## src/rtl/mem_access_unit_pkg.sv

```systemverilog
// Shared types and constants for the data-memory access stage.
// Holds funct3 size codes, FSM states and the default timeout.
package mem_access_unit_pkg;

  localparam int TIMEOUT_DEF = 16;

  localparam logic [2:0] F3_B  = 3'b000;
  localparam logic [2:0] F3_H  = 3'b001;
  localparam logic [2:0] F3_W  = 3'b010;
  localparam logic [2:0] F3_BU = 3'b100;
  localparam logic [2:0] F3_HU = 3'b101;

  localparam logic [1:0] SZ_B = 2'd0;
  localparam logic [1:0] SZ_H = 2'd1;
  localparam logic [1:0] SZ_W = 2'd2;

  typedef enum logic [1:0] {
    IDLE,
    BUSY,
    DONE
  } state_e;

endpackage

```

## src/rtl/mem_access_unit_if.sv

```systemverilog
// Data-memory bus between the MEM stage and the memory port.
// The MEM stage is the master; the memory answers with ack/rdata.
interface mem_access_unit_if;

  logic        dmem_req;
  logic        dmem_we;
  logic [31:0] dmem_addr;
  logic [31:0] dmem_wdata;
  logic [3:0]  dmem_be;
  logic        dmem_ack;
  logic [31:0] dmem_rdata;

  modport master (
    output dmem_req,
    output dmem_we,
    output dmem_addr,
    output dmem_wdata,
    output dmem_be,
    input  dmem_ack,
    input  dmem_rdata
  );

  modport slave (
    input  dmem_req,
    input  dmem_we,
    input  dmem_addr,
    input  dmem_wdata,
    input  dmem_be,
    output dmem_ack,
    output dmem_rdata
  );

endinterface

```

## src/rtl/mem_access_unit_load_formatter.sv

```systemverilog
// Selects the addressed byte/half of a load word and extends it.
// Purely combinational.
module load_formatter
  import mem_access_unit_pkg::*;
(
  input  logic [31:0] rdata,
  input  logic [1:0]  off,
  input  logic [2:0]  funct3,
  output logic [31:0] data
);

  logic [7:0]  b;
  logic [15:0] h;

  always_comb begin
    b = rdata[7:0];
    unique case (off)
      2'd0: b = rdata[7:0];
      2'd1: b = rdata[15:8];
      2'd2: b = rdata[23:16];
      2'd3: b = rdata[31:24];
    endcase
    h = off[1] ? rdata[31:16] : rdata[15:0];
    data = rdata;
    case (funct3)
      F3_B:    data = {{24{b[7]}}, b};
      F3_BU:   data = {24'd0, b};
      F3_H:    data = {{16{h[15]}}, h};
      F3_HU:   data = {16'd0, h};
      default: data = rdata;
    endcase
  end

endmodule

```

## src/rtl/mem_access_unit.sv

```systemverilog
// MEM stage: issues one data-memory access per instruction,
// stalling the pipe until ack or timeout.
module mem_access_unit
  import mem_access_unit_pkg::*;
#(
  parameter int TIMEOUT = TIMEOUT_DEF
) (
  input  logic        clk,
  input  logic        rst,
  input  logic        ex_valid,
  input  logic [31:0] ex_alu_result,
  input  logic [31:0] ex_store_data,
  input  logic [4:0]  ex_rd,
  input  logic        ex_RW,
  input  logic        ex_MR,
  input  logic        ex_MW,
  input  logic [2:0]  ex_funct3,
  mem_access_unit_if.master dmem,
  output logic [31:0] mem_alu_result,
  output logic [31:0] mem_read_data,
  output logic [4:0]  mem_rd,
  output logic        mem_RW,
  output logic        mem_MR,
  output logic        mem_stall,
  output logic        misalign_err,
  output logic        bus_err
);

  localparam int CW = $clog2(TIMEOUT + 1);
  localparam logic [CW-1:0] LAST = CW'(TIMEOUT - 1);

  state_e          state_q, state_d;
  logic [CW-1:0]   cnt_q, cnt_d;
  logic [31:0]     rdata_q, rdata_d;
  logic            bus_err_q, bus_err_d;

  logic [1:0]  sz, off;
  logic        is_mem, bad_f3, mis;
  logic        illegal, legal;
  logic        stall, mis_err;
  logic [31:0] fmt;

  assign sz  = ex_funct3[1:0];
  assign off = ex_alu_result[1:0];

  always_comb begin
    is_mem  = ex_MR | ex_MW;
    bad_f3  = (sz == 2'd3) || (ex_funct3 == 3'b110);
    mis     = ((sz == SZ_H) && off[0]) ||
              ((sz == SZ_W) && (off != 2'd0));
    illegal = ex_valid && is_mem &&
              (bad_f3 || mis || (ex_MR && ex_MW));
    legal   = ex_valid && is_mem && !illegal;
  end

  load_formatter u_fmt (
    .rdata  (dmem.dmem_rdata),
    .off    (off),
    .funct3 (ex_funct3),
    .data   (fmt)
  );

  always_comb begin
    dmem.dmem_be    = 4'b1111;
    dmem.dmem_wdata = ex_store_data;
    unique case (sz)
      SZ_B: begin
        dmem.dmem_be    = 4'b0001 << off;
        dmem.dmem_wdata = {4{ex_store_data[7:0]}};
      end
      SZ_H: begin
        dmem.dmem_be    = 4'b0011 << {off[1], 1'b0};
        dmem.dmem_wdata = {2{ex_store_data[15:0]}};
      end
      default: ;
    endcase
  end

  always_comb begin
    state_d      = state_q;
    cnt_d        = cnt_q;
    rdata_d      = rdata_q;
    bus_err_d    = 1'b0;
    stall        = 1'b0;
    mis_err      = 1'b0;
    mem_RW       = 1'b0;
    dmem.dmem_req = 1'b0;
    dmem.dmem_we  = 1'b0;
    unique case (state_q)
      IDLE: begin
        mis_err = illegal;
        mem_RW  = ex_valid && !is_mem && ex_RW;
        if (legal) begin
          stall   = 1'b1;
          cnt_d   = '0;
          state_d = BUSY;
        end
      end
      BUSY: begin
        stall         = 1'b1;
        dmem.dmem_req = 1'b1;
        dmem.dmem_we  = ex_MW;
        if (dmem.dmem_ack) begin
          rdata_d = ex_MR ? fmt : 32'd0;
          state_d = DONE;
        end else if (cnt_q == LAST) begin
          rdata_d   = 32'd0;
          bus_err_d = 1'b1;
          state_d   = DONE;
        end else begin
          cnt_d = cnt_q + 1'b1;
        end
      end
      DONE: begin
        mem_RW  = ex_RW && !bus_err_q;
        state_d = IDLE;
      end
      default: state_d = IDLE;
    endcase
  end

  always_ff @(posedge clk or negedge rst) begin
    if (!rst) begin
      state_q   <= IDLE;
      cnt_q     <= '0;
      rdata_q   <= '0;
      bus_err_q <= 1'b0;
    end else begin
      state_q   <= state_d;
      cnt_q     <= cnt_d;
      rdata_q   <= rdata_d;
      bus_err_q <= bus_err_d;
    end
  end

  // IDLE-state decode is combinational, so reset must mask it too
  assign mem_stall      = stall & rst;
  assign misalign_err   = mis_err & rst;
  assign bus_err        = bus_err_q;
  assign mem_read_data  = rdata_q;
  assign mem_alu_result = ex_alu_result;
  assign mem_rd         = ex_rd;
  assign mem_MR         = ex_MR;
  assign dmem.dmem_addr = {ex_alu_result[31:2], 2'b00};

endmodule
```

## src/flat_wrapper.sv

```systemverilog
// flat-port wrapper written by rule: the top's interface ports become plain ports
module mem_access_unit_flat import mem_access_unit_pkg::*;
#(
  parameter int TIMEOUT = TIMEOUT_DEF
)
  (clk, rst, ex_valid, ex_alu_result, ex_store_data, ex_rd, ex_RW, ex_MR, ex_MW, ex_funct3, mem_alu_result, mem_read_data, mem_rd, mem_RW, mem_MR, mem_stall, misalign_err, bus_err, dmem_dmem_req, dmem_dmem_we, dmem_dmem_addr, dmem_dmem_wdata, dmem_dmem_be, dmem_dmem_ack, dmem_dmem_rdata);
  mem_access_unit_if dmem_i ();
  input  logic clk;
  input  logic rst;
  input  logic ex_valid;
  input  logic [31:0] ex_alu_result;
  input  logic [31:0] ex_store_data;
  input  logic [4:0] ex_rd;
  input  logic ex_RW;
  input  logic ex_MR;
  input  logic ex_MW;
  input  logic [2:0] ex_funct3;
  output logic [31:0] mem_alu_result;
  output logic [31:0] mem_read_data;
  output logic [4:0] mem_rd;
  output logic mem_RW;
  output logic mem_MR;
  output logic mem_stall;
  output logic misalign_err;
  output logic bus_err;
  output wire logic [$bits(dmem_i.dmem_req)-1:0] dmem_dmem_req;
  output wire logic [$bits(dmem_i.dmem_we)-1:0] dmem_dmem_we;
  output wire logic [$bits(dmem_i.dmem_addr)-1:0] dmem_dmem_addr;
  output wire logic [$bits(dmem_i.dmem_wdata)-1:0] dmem_dmem_wdata;
  output wire logic [$bits(dmem_i.dmem_be)-1:0] dmem_dmem_be;
  input wire logic [$bits(dmem_i.dmem_ack)-1:0] dmem_dmem_ack;
  input wire logic [$bits(dmem_i.dmem_rdata)-1:0] dmem_dmem_rdata;
  assign dmem_dmem_req = dmem_i.dmem_req;
  assign dmem_dmem_we = dmem_i.dmem_we;
  assign dmem_dmem_addr = dmem_i.dmem_addr;
  assign dmem_dmem_wdata = dmem_i.dmem_wdata;
  assign dmem_dmem_be = dmem_i.dmem_be;
  assign dmem_i.dmem_ack = dmem_dmem_ack;
  assign dmem_i.dmem_rdata = dmem_dmem_rdata;
  mem_access_unit #(.TIMEOUT(TIMEOUT)) u_core (.clk(clk), .rst(rst), .ex_valid(ex_valid), .ex_alu_result(ex_alu_result), .ex_store_data(ex_store_data), .ex_rd(ex_rd), .ex_RW(ex_RW), .ex_MR(ex_MR), .ex_MW(ex_MW), .ex_funct3(ex_funct3), .dmem(dmem_i), .mem_alu_result(mem_alu_result), .mem_read_data(mem_read_data), .mem_rd(mem_rd), .mem_RW(mem_RW), .mem_MR(mem_MR), .mem_stall(mem_stall), .misalign_err(misalign_err), .bus_err(bus_err));
endmodule
```

## config.mk

```make
export PLATFORM = sky130hd
export DESIGN_NAME = mem_access_unit_flat
export DESIGN_NICKNAME = d
export VERILOG_FILES = /design/src/rtl/mem_access_unit_pkg.sv /design/src/rtl/mem_access_unit_if.sv /design/src/rtl/mem_access_unit_load_formatter.sv /design/src/rtl/mem_access_unit.sv /design/src/flat_wrapper.sv
export SDC_FILE = /design/constraint.sdc
export NUM_CORES = 1
export LEC_CHECK = 0
export BUFFER_PORTS_ARGS = -buffer_cell sky130_fd_sc_hd__buf_2
export CAP_MARGIN = 10
export CORE_AREA = 2 2 99 101
export DETAILED_ROUTE_END_ITERATION = 8
export DIE_AREA = 0 0 101 103
export HOLD_SLACK_MARGIN = 0.02
export PLACE_DENSITY = 0.76
export SLEW_MARGIN = 5
export SYNTH_ARGS = -nofsm -noshare
export SYNTH_HDL_FRONTEND = slang
export SYNTH_SLANG_ARGS = --single-unit
```

## constraint.sdc

```tcl
create_clock -name clk -period 4.26 [get_ports clk]
set_input_delay 0.426 -clock clk [delete_from_list [all_inputs] [get_ports clk]]
set_output_delay 0.426 -clock clk [all_outputs]
set_load 0.02 [all_outputs]
```

==> metrics.cfg <==
[synth]
ys_types = 52
synth_top_area_cell = dfrtp_1
async_flop_share = 1.00
netlist.area_leader.share = 0.322
synth.most_common_cell = buf_4
syn_area_per_cell_um2 = 9.70
yosysSeqAreaShare = 0.322
synth_area_leaders = dfrtp_1 32%, buf_4 19%, mux2_2 6.1%, mux2i_1 5.1%, a221o_1 4.2%
yosys_warnings = 0
synth-seq-cells = 40
synth_edf_count = 0
syn_area_um2 = 3110
synth_top_flop_cell = dfrtp_1
ys_top_cells_by_count = 79 x buf_4, 40 x dfrtp_1, 23 x nand2_1, 17 x mux2_2, 17 x o21ai_0
synth_cells = 321

[power_and_ir_drop]
pwr-share-comb = 0.411
power.density_nw_per_um2 = 389
p_leak_nw = 1.81
p_sw_mw = 0.523
sequentialPowerShare = 0.409
p_sw_frac = 0.391
p_clk_frac = 0.180
ir_drop_mv = 0.115
intPower_mw = 0.815

[global_routing]
grt_pass1_vias = 2566
track_usage = 0.166
antenna_found_initial = 0
grt_pass1_wl_um = 13400
grt_overflow = 0
grt_max_degree = 43

[route]
drt-total-wl_um = 9110
wl_per_cell_um = 18.2
viasPerCell = 5.29
ant_nets = 0
drt-pass1-iter-count = 4
vias = 2652
drc = 0
drt_iter0_drc = 158

[floorplan]
coreArea_um2 = 9460
rows = 36
initial_core_util = 0.329
fp.dieH_um = 103
ios = 255
die_area_um2 = 10400
die_width_um = 101

[critical_path]
worstPathRequired_ps = 4480
crit_family = compound AO/OA/AOI/OAI gates
cp.arrival_ps = 2790
cp_slowest_stage_delay_ps = 1010
critPathMaxFanout = 16
path_buf_inv = 0
critPathKind = register to register
critPathLaunchType = register
path_cells = nor2b_1, nand3_1, a2111oi_4, a221o_2
cp_slowest_cell = a2111oi_4
crit_path_end_kind = register

[clock_tree]
clk_latency_ps = 290
postCtsHoldBufs = 0
path_clk_slew_ps = 80
cts.repair.resized = 0
h-tree-depth = 2
clk_path_buf_depth = 2
cts_tree = done
cts_sinks = 40
numCtsBuffers = 5
post_cts_buffers = 0
root_buffer = clkbuf_8

[timing]
fin_hold_ws_ps = 197
slew_headroom = 0.358
hold_viol_final = 0
min_period_ps = 2570
fmax_mhz = 390
finalSetupViolCount = 0
fin_setup_tns_ps = 0
rsz0062_at_grt = no
finalMaxSlewViolations = 0
period_share = 0.602
skew_ps = 5.60
worst_pin_slew_ps = 962

[cells_and_area]
post-route-util = 0.364
area_growth_pct = 10.6
drive_gt1_frac = 0.504
antenna_cells = 0
num-nets-final = 500

[hold_path]
hold_class = input pin to async pin

[run]
max_cap_viol_count = 0

[outcome]
outcome = completed

[placed_design]
port_buffers = 152
hpwl_um = 6980
place_congestion = 0.850

## routing by layer
layer	track usage	wire length (µm)	part of all wire	vias up
li1	-	-	-	1234
met1	0.217	3830	0.42	1268
met2	0.264	4370	0.48	122
met3	0.0481	730	0.080	28
met4	0.0561	186	0.020	0
met5	0	0	0	-
## power by group through the flow
stage               sequential (mW)  clock (mW)  combinational, mW
floorplan                     0.650           0              0.323
detailed placement            0.553           0              0.552
global placement              0.554           0              0.538
finish                        0.547       0.241              0.550
global route                  0.558       0.264              0.594
CTS                           0.547       0.245              0.555
## sequential cells by signal, summed over array words and instances (netlist names)
register	cells
u_core.mem_read_data	32
u_core.cnt_q	5
u_core.state_q	2
u_core.bus_err	1
## placed cells by master, fill, tap and decap left out, types with 8 or more instances in the layout
cell,Yosys,routed
mux2i_1,16,16
o21ai_0,17,17
mux2_2,17,17
nand2_1,23,23
a221o_2,10,10
a221o_1,13,13
buf_2,5,152
nor2_1,8,8
a22o_1,13,13
dfrtp_1,40,40
## kinds of logic (layout without fill, tap and decap cells)
family | Yosys count | count (layout) | share of synthesized area
buf+inv | 102 | 167 | 0.225
compound gates | 79 | 79 | 0.215
simple gates | 60 | 60 | 0.105
flops | 40 | 40 | 0.322
mux | 33 | 33 | 0.113
fa+ha+maj | 3 | 3 | 0.0113
xor+xnor | 3 | 3 | 0.00844
other cells | 1 | 2 | 0.00120
## final cells by class
cell class	instances	area, µm²
fillers	1007	6020
multi-input cells	180	1420
flip-flops and latches	40	1000
repair buffers	155	783
well taps	114	143
clock buffers	6	72.6
inverters	5	18.8
clock inverters	1	5.00
## worst register-to-register path: cells and delay by family, from the launching register on
kind	cells	cell delay [ps]
compound gates	2	1260
simple gates	2	830
flops	1	410
## worst paths after layout
| check | cells after the start | endpoint | slack, ps | from |
|---|---|---|---|---|
| max in group asynchronous | 2 | u_core.mem_read_data[10] | 3710 | rst |
| min reg2reg | 2 | u_core.mem_read_data[6] | 480 | u_core.mem_read_data[6] |
| min | 2 | u_core.mem_read_data[16] | 200 | rst |
| max reg2reg | 4 | u_core.mem_read_data[17] | 1690 | u_core.state_q[0] |
| min in group clk | 2 | u_core.mem_read_data[21] | 380 | dmem_dmem_rdata[21] |
| max | 4 | u_core.mem_read_data[17] | 1690 | u_core.state_q[0] |
## per-stage QoR
stage / power, mW / cell area [µm²] / instances / setup WS, ps
3_5_place_dp: 1.10 / 3360 / 494 / 1740
4_1_cts: 1.35 / 3440 / 501 / 1710
5_1_grt: 1.42 / 3440 / 501 / 1490
6_report: 1.34 / 3440 / 501 / 1690
2_1_floorplan: 0.973 / 3120 / 322 / 2120
3_3_place_gp: 1.09 / 3360 / 494 / 1780
Power figures use the tool's default switching activity.
